`src/rtl/legv8_instr_encoder_if.sv`:
```
// rtl/legv8_instr_encoder_if.sv - field stream and instruction-memory write bus for the LEGv8 encoder
interface legv8_instr_encoder_if #(
  parameter int ADDR_W = 16
);
  logic              in_valid;
  logic              in_ready;
  logic [2:0]        op;
  logic [4:0]        rd;
  logic [4:0]        rn;
  logic [4:0]        rm;
  logic [18:0]       imm;
  logic              imem_we;
  logic [ADDR_W-1:0] imem_addr;
  logic [31:0]       imem_wdata;
  logic              imem_ready;

  modport master (
    output in_valid, op, rd, rn, rm, imm, imem_ready,
    input  in_ready, imem_we, imem_addr, imem_wdata
  );

  modport slave (
    input  in_valid, op, rd, rn, rm, imm, imem_ready,
    output in_ready, imem_we, imem_addr, imem_wdata
  );
endinterface

```
`src/rtl/legv8_instr_encoder.sv`:
```
// rtl/legv8_instr_encoder.sv - packs decoded LEGv8 fields into 32-bit words and writes them to instruction memory
module legv8_instr_encoder #(
  parameter int ADDR_W = 16,
  parameter int CNT_W  = 16
) (
  input  logic                     clk,
  input  logic                     rst_n,
  input  logic                     start,
  input  logic [ADDR_W-1:0]        base_addr,
  legv8_instr_encoder_if.slave     bus,
  output logic                     err,
  output logic [CNT_W-1:0]         count
);

  typedef enum logic {IDLE, WRITE} state_t;

  state_t            state, state_nxt;
  logic [ADDR_W-1:0] addr_q, addr_nxt;
  logic [31:0]       wdata_q, wdata_nxt;
  logic              err_nxt;
  logic [CNT_W-1:0]  count_nxt;
  logic [31:0]       enc_word;
  logic              legal;
  logic              d_in_range;
  logic              accept;

  // A D-format offset fits in 9 signed bits when bits [18:8] are all copies of bit 8.
  assign d_in_range = (bus.imm[18:8] == {11{bus.imm[8]}});

  always_comb begin
    enc_word = '0;
    legal    = 1'b1;
    case (bus.op)
      3'd0: enc_word = {11'b10001011000, bus.rm, 6'b000000, bus.rn, bus.rd};
      3'd1: enc_word = {11'b11001011000, bus.rm, 6'b000000, bus.rn, bus.rd};
      3'd2: enc_word = {11'b10001010000, bus.rm, 6'b000000, bus.rn, bus.rd};
      3'd3: enc_word = {11'b10101010000, bus.rm, 6'b000000, bus.rn, bus.rd};
      3'd4: begin
        enc_word = {11'b11111000010, bus.imm[8:0], 2'b00, bus.rn, bus.rd};
        legal    = d_in_range;
      end
      3'd5: begin
        enc_word = {11'b11111000000, bus.imm[8:0], 2'b00, bus.rn, bus.rd};
        legal    = d_in_range;
      end
      3'd6: enc_word = {8'b10110100, bus.imm, bus.rd};
      default: legal = 1'b0;
    endcase
  end

  // start outranks a pending field handshake; nothing is accepted while in reset.
  assign bus.in_ready   = rst_n && (state == IDLE) && !start;
  assign accept         = bus.in_valid && bus.in_ready;
  assign bus.imem_we    = (state == WRITE);
  assign bus.imem_addr  = addr_q;
  assign bus.imem_wdata = wdata_q;

  always_comb begin
    state_nxt = state;
    addr_nxt  = addr_q;
    wdata_nxt = wdata_q;
    err_nxt   = 1'b0;
    count_nxt = count;
    case (state)
      IDLE: begin
        if (start) begin
          addr_nxt  = base_addr & ~ADDR_W'(3);
          count_nxt = '0;
        end else if (accept) begin
          if (legal) begin
            wdata_nxt = enc_word;
            state_nxt = WRITE;
          end else begin
            err_nxt = 1'b1;
          end
        end
      end
      WRITE: begin
        if (bus.imem_ready) begin
          addr_nxt  = addr_q + ADDR_W'(4);
          count_nxt = (count == {CNT_W{1'b1}}) ? count : count + CNT_W'(1);
          state_nxt = IDLE;
        end
      end
      default: state_nxt = IDLE;
    endcase
  end

  always_ff @(posedge clk or negedge rst_n) begin
    if (!rst_n) begin
      state   <= IDLE;
      addr_q  <= '0;
      wdata_q <= '0;
      err     <= 1'b0;
      count   <= '0;
    end else begin
      state   <= state_nxt;
      addr_q  <= addr_nxt;
      wdata_q <= wdata_nxt;
      err     <= err_nxt;
      count   <= count_nxt;
    end
  end

endmodule

```
`src/flat_wrapper.sv`:
```
// flat-port wrapper written by rule: the top's interface ports become plain ports
module legv8_instr_encoder_flat 
#(
  parameter int ADDR_W = 16,
  parameter int CNT_W  = 16
)
  (clk, rst_n, start, base_addr, err, count, bus_in_valid, bus_op, bus_rd, bus_rn, bus_rm, bus_imm, bus_imem_ready, bus_in_ready, bus_imem_we, bus_imem_addr, bus_imem_wdata);
  legv8_instr_encoder_if #(.ADDR_W(ADDR_W)) bus_i ();
  input  logic clk;
  input  logic rst_n;
  input  logic start;
  input  logic [ADDR_W-1:0] base_addr;
  output logic err;
  output logic [CNT_W-1:0] count;
  input wire logic [$bits(bus_i.in_valid)-1:0] bus_in_valid;
  input wire logic [$bits(bus_i.op)-1:0] bus_op;
  input wire logic [$bits(bus_i.rd)-1:0] bus_rd;
  input wire logic [$bits(bus_i.rn)-1:0] bus_rn;
  input wire logic [$bits(bus_i.rm)-1:0] bus_rm;
  input wire logic [$bits(bus_i.imm)-1:0] bus_imm;
  input wire logic [$bits(bus_i.imem_ready)-1:0] bus_imem_ready;
  output wire logic [$bits(bus_i.in_ready)-1:0] bus_in_ready;
  output wire logic [$bits(bus_i.imem_we)-1:0] bus_imem_we;
  output wire logic [$bits(bus_i.imem_addr)-1:0] bus_imem_addr;
  output wire logic [$bits(bus_i.imem_wdata)-1:0] bus_imem_wdata;
  assign bus_i.in_valid = bus_in_valid;
  assign bus_i.op = bus_op;
  assign bus_i.rd = bus_rd;
  assign bus_i.rn = bus_rn;
  assign bus_i.rm = bus_rm;
  assign bus_i.imm = bus_imm;
  assign bus_i.imem_ready = bus_imem_ready;
  assign bus_in_ready = bus_i.in_ready;
  assign bus_imem_we = bus_i.imem_we;
  assign bus_imem_addr = bus_i.imem_addr;
  assign bus_imem_wdata = bus_i.imem_wdata;
  legv8_instr_encoder #(.ADDR_W(ADDR_W), .CNT_W(CNT_W)) u_core (.clk(clk), .rst_n(rst_n), .start(start), .base_addr(base_addr), .bus(bus_i), .err(err), .count(count));
endmodule
```
`config.mk`:
```
export PLATFORM = sky130hd
export DESIGN_NAME = legv8_instr_encoder_flat
export DESIGN_NICKNAME = d
export VERILOG_FILES = /design/src/rtl/legv8_instr_encoder_if.sv /design/src/rtl/legv8_instr_encoder.sv /design/src/flat_wrapper.sv
export SDC_FILE = /design/constraint.sdc
export NUM_CORES = 1
export LEC_CHECK = 0
export CORE_ASPECT_RATIO = 2
export CORE_MARGIN = 10
export CORE_UTILIZATION = 41
export DETAILED_ROUTE_END_ITERATION = 8
export PLACE_DENSITY = 0.85
export SLEW_MARGIN = 30
export SYNTH_ARGS = -nofsm -noshare
export SYNTH_HDL_FRONTEND = slang
export SYNTH_SLANG_ARGS = --single-unit
```
`constraint.sdc`:
```
create_clock -name clk -period 1.6 [get_ports clk]
set_clock_uncertainty 0.15 [all_clocks]
set_input_delay 0.48 -clock clk [delete_from_list [all_inputs] [get_ports clk]]
set_output_delay 0.48 -clock clk [all_outputs]
set_load 0.05 [all_outputs]
```
Yosys cells after proc, flatten, opt, wreduce, memory -nomap -nowiden

Index checks and enable logic that the tools add are counted.

$add $sub $neg: 2
Equal/unequal tests: 11
Multiplexer cells: 18
Bitwise gates (word level): 2
Reduce and logical (&&, ||, !) cells: 10

Operators by type and width:

| kind                                          | count |
|---|---|
| one-hot mux 32 bit (7 select lines)           | 1 |
| two-way mux 16 bit                            | 5 |
| one-hot mux 16 bit (2 select lines)           | 2 |
| adder 16 x 1 -> 16 bit, second input constant | 1 |
| adder 16 x 3 -> 16 bit, second input constant | 1 |
| == test 16 bit, second input constant         | 1 |
| == test 10 bit                                | 1 |
| == test 3 bit, second input constant          | 3 |
| two-way mux 1 bit                             | 8 |
| == test 3 x 2 -> 1 bit, second input constant | 2 |
| inequality test 2 bit, second input constant  | 3 |
| OR reduction 5 bit                            | 1 |
| one-hot mux 1 bit (2 select lines)            | 2 |
| AND reduction 4 bit                           | 1 |
| == test 3 x 1 -> 1 bit, second input constant | 1 |
| logical AND 1 bit                             | 3 |
| zero test 3 bit                               | 1 |
| AND reduction 3 bit                           | 1 |
| inverter 1 bit                                | 2 |
| AND reduction 2 bit                           | 1 |
| OR reduction 2 bit                            | 1 |
| zero test 1 bit                               | 1 |

Register bits: 66
Bits of input ports: 58
Output and inout bits: 67
Word-level logic and storage cells: 48

Logic depth before layout (Yosys ltp)

Word-level depth: 7
Mapped depth: 7
Gate-level depth less buffers: 5

Least setup slack after synthesis

Ideal clock, no wire load.

Path type: register -> register
Start point: register u_core.state, in the netlist u_core.bus.imem_we
End point: register u_core.wdata_q[12], in the netlist u_core.bus.imem_wdata[12]
Setup time: 0.078 ns
Arrival time: 2.768 ns
Required time: 1.372 ns
Slack: -1.396 ns
Cell stages (with the launch flop): 6
Buffers on the path: 1
Period minus slack after synthesis: 2.996 ns
Cells stage by stage: dfrtp_1 > buf_4 > nor3b_1 > nand3_1 > o21bai_1 > o2bb2ai_1

Cells in the longest elaborated chain, start to end: 5

RTL lines:

| item                                 | line                      | source |
|---|---|---|
| start: declaration                   | legv8_instr_encoder.sv:17 | `state_t state, state_nxt;` |
| start signal: assignment             | legv8_instr_encoder.sv:97 | `state <= state_nxt;` |
| inverter 1 bit (no source line)      | -                         |  |
| logical AND 1 bit (2 in a row)       | legv8_instr_encoder.sv:52 | `assign bus.in_ready = rst_n && (state == IDLE) && !start;` |
| via bus_in_ready                     | flat_wrapper.sv:22        | `output wire logic [$bits(bus_i.in_ready)-1:0] bus_in_ready;` |
| logical AND 1 bit                    | legv8_instr_encoder.sv:53 | `assign accept = bus.in_valid && bus.in_ready;` |
| AND reduction 4 bit (no source line) | -                         |  |
| end signal: assignment               | legv8_instr_encoder.sv:99 | `wdata_q <= wdata_nxt;` |
| end: declaration                     | legv8_instr_encoder.sv:19 | `logic [31:0] wdata_q, wdata_nxt;` |

The timed path passes the listed nets, and every way through them passes these cells.
A chain may end at the register's enable or synchronous reset.

Worst setup path in the final report

Start point: register u_core.state, in the netlist u_core.bus.imem_we
End point: register u_core.count[13]

Cells in the longest elaborated chain, start to end: 3
Elaborated cells between the ends (all ways): 6
Classes of those cells: eq/ne: 3; mux: 1; bitwise: 1; reduce/logical: 1

RTL lines:

| item                                   | line                       | source |
|---|---|---|
| inverter 1 bit (no source line)        | -                          |  |
| inequality test 2 bit (no source line) | -                          |  |
| AND reduction 3 bit (no source line)   | -                          |  |
| end signal: assignment                 | legv8_instr_encoder.sv:101 | `count <= count_nxt;` |
| end: declaration                       | legv8_instr_encoder.sv:12  | `output logic [CNT_W-1:0] count` |

Parallel ways exist; a longest one is shown, timed or not.

==> run_results.csv <==
group,metric,value,unit
floorplanning,fp.dieH,152,um
synthesis,synth.avg_cell_area,9.92,um^2
synthesis,syn_area,3560,um^2
clock_network,htreeDepth,3,
worst_setup_path,crit_start,"u_core.bus.imem_we",
sta,setup_violations,83,
drt,viasPerCell,6.43,
worst_setup_path,cp_max_fo,5,
synthesis,muxShareOfSynthArea,0.0840,
synthesis,syn_inst,359,
synthesis,synth_seq_cells,64,
global_routing,grt_pass1_vias,4613,
worst_setup_path,slowest_stage,"dfrtp_2",
finish,stdcell_count,715,
synthesis,synth_top_area_frac,0.450,
sta,setup_slack,-0.430,ns
global_routing,antenna_found_initial,0,
synthesis,ys_seq_area_frac,0.450,
clock_network,cts_root_buf,"clkbuf_16",
floorplanning,dieWidth,85.9,um
worst_setup_path,crit_path_end,"u_core.count[13]",
synthesis,synth-simple-area-share,0.221,
worst_setup_path,worstPathArrival,2.10,ns
sta,fin_crit,2.03,ns
worst_setup_path,endpoint_kind,"flop",
sta,whs,0.233,ns
floorplanning,die-area,13000,um^2
drt,drtPass1Iterations,5,
worst_setup_path,critPathKind,"reg2reg",
synthesis,synth_top_family_by_area,"simple AND/OR/NAND/NOR gates",
place,io_buffers,120,
status,violations,"negative setup slack",
finish,layout.nets,670,
clock_network,clkTransAtPathRegs,0.06,ns
run,drv_cap,0,
synthesis,synth_compound_area_frac,0.175,
finish,design_area,7600,um^2
finish,drive_above_1_share,0.574,
synthesis,synth_area_leaders,"dfrtp_1 (45%), a21oi_1 (5.2%), mux2i_1 (4.5%)",
clock_network,clock_sinks,64,
drt,wl_per_cell,28.7,um
power_and_ir_drop,peakVddDrop,0.000777,V
floorplanning,rows,48,
sta,hold_viol,0,
drt,vias,4601,
worst_setup_path,r2r_slack,-0.43,ns
worst_setup_path,reg2regPathDepth,7,
finish,n_antenna_cell,0,
global_routing,grt_pass1_wl,26700,um
synthesis,async_flop_share,1.00,
global_routing,grtUsageTotal,0.264,
drt,drt-initial-drc-count,462,
synthesis,ys_warn_count,0,
drt,detail-route-antenna-nets,0,
sta,slew_violations,0,
place,dp.cells,641,
global_routing,grt.overflow.total,0,
worst_setup_path,r2r-start,"u_core.bus.imem_we",
synthesis,yosysTopAreaCell,"dfrtp_1",
drt,routed_wl,20500,um
sta,max_freq,493,MHz
synthesis,synth_edf_count,0,
place,placed_cell_area,6230,um^2
synthesis,synth_xor_area_frac,0.0197,
worst_setup_path,path_cells,"buf_8 > buf_12 > mux2_4 > buf_6 > nand4_4 > buf_4 > o41ai_2",
hold_path,min_path_type,"in2reg",
power_and_ir_drop,power_density,991,nW/um^2
synthesis,synthAdderAreaFrac,0.00703,
worst_setup_path,worstPathRequired,1.67,ns
clock_network,ctsLongestPathBuffers,2,
finish,area_growth,113,%
floorplanning,start_util,0.415,
worst_setup_path,slowest_delay,0.42,ns
synthesis,ys_types,56,
clock_network,numCtsBuffers,9,
global_routing,grt_max_degree,65,
status,status,"finished with violations",
place,gp_congestion,0.984,
floorplanning,core,8590,um^2
sta,fin_setup_tns,-17.31,ns
sta,slew_headroom,0.426,
floorplanning,pin_count,125,
sta,rsz0062_at_grt,"yes",
place,pre_cts_ws,-0.896,ns
clock_network,cts_tree,"done",
clock_network,clk_latency,0.36,ns
drt,remaining_drc_errors,0,
place,hpwlAfterDp,10900,um
sta,max_slew.worst_pin.slew,0.860,ns
worst_setup_path,regToRegEndpoint,"u_core.count[13]",
synthesis,synthFlopType,"dfrtp_1",
power_and_ir_drop,p_leak,3.25,nW
clock_network,holdBufCountCts,0,
worst_setup_path,crit_path_start_kind,"flop",
sta,fin_crit_sh,1.27,
## cell usage in the layout (no fill, tap or decap), types with 11 or more instances in the layout
cell / Yosys / final
a21oi_1: 37 / 31
buf_12: 0 / 70
buf_4: 3 / 87
buf_6: 2 / 43
clkbuf_16: 0 / 11
clkdlybuf4s50_1: 0 / 37
dfrtp_1: 64 / 33
dfrtp_2: 0 / 31
inv_1: 11 / 11
mux2i_1: 16 / 14
nand2_1: 22 / 19
nor2_1: 17 / 12
nor2b_1: 19 / 18
## flip-flops by register name (all words and copies together), names as in the netlist
signal                 flops
u_core.bus.imem_addr      14
u_core.bus.imem_we         1
u_core.bus.imem_wdata     32
u_core.err                 1
u_core.count              16
## cells in the mapped netlist (all sizes together), types with 7 or more instances
cell     n
dfrtp   64
a21oi   38
nand2   23
nor2b   19
nor2    17
mux2i   16
a211oi  13
nand3   13
buf     12
inv     12
mux2    12
o21ai   11
nand4   10
nor3     8
and3     7
clkbuf   7
## how the worst min path moves through the flow
stage,from,endpoint,cells past startpoint
after floorplan,rst_n,u_core.bus.imem_addr[10],0
after global placement,u_core.bus.imem_wdata[31],u_core.bus.imem_wdata[31],1
after detailed placement,u_core.bus.imem_wdata[31],u_core.bus.imem_wdata[31],1
after CTS,bus_imm[16],u_core.bus.imem_wdata[21],2
after global routing,bus_imm[16],u_core.bus.imem_wdata[21],2
final,bus_imm[16],u_core.bus.imem_wdata[21],2
## critical path, delay by kind of cell, from the launching register on
kind / cells / cell delay [ns]
multiplexers: 1 / 0.25
flip-flops: 1 / 0.42
AO/OA/AOI/OAI: 1 / 0.37
AND/OR/NAND/NOR: 1 / 0.13
buffers and inverters: 4 / 0.56
## where the power goes
group / internal [W] / leakage, nW / switching [W] / total, W
combinational: 0.00164 / 2.35 / 0.00170 / 0.00334
sequential: 0.00188 / 0.765 / 0.000351 / 0.00223
clock: 0.00118 / 0.137 / 0.000784 / 0.00196
## through the flow
stage	power, W	util
finish	0.00753	0.885
global route	0.00768	0.885
CTS	0.00717	0.838
detailed placement	0.00512	0.725
global placement	0.00504	0.725
floorplan	0.00343	-
## cells by family after synthesis
family,count (synthesis)
adder cells (fa/ha/maj),2
multiplexers,28
AO/OA/AOI/OAI,96
other,1
buffers and inverters,31
XOR/XNOR,8
AND/OR/NAND/NOR,129
flip-flops,64
## final cells by class
cell class | instances | area (um^2)
inverter | 12 | 45.0
sequential | 64 | 1640
fill | 307 | 987
clock buffer | 16 | 282
tap | 100 | 125
timing repair buffer | 258 | 3160
multi-input combinational | 265 | 2350
## per-layer routing
layer	share of wire	wire (um)	vias to the layer above	track usage
met1	0.32	6470	2207	0.253
li1	-	-	1839	-
met5	0	0	-	0
met2	0.52	10600	396	0.479
met3	0.081	1670	159	0.0589
met4	0.087	1790	0	0.185
## timing repair
item | in CTS | in global routing
setup buffers | 37 | 28
setup endpoints to repair | 88 | 85
pin swaps | 32 | 19
cloned | 3 | 1
gates resized for setup | 141 | 62
Note: power is estimated with default switching activity, not from simulation.
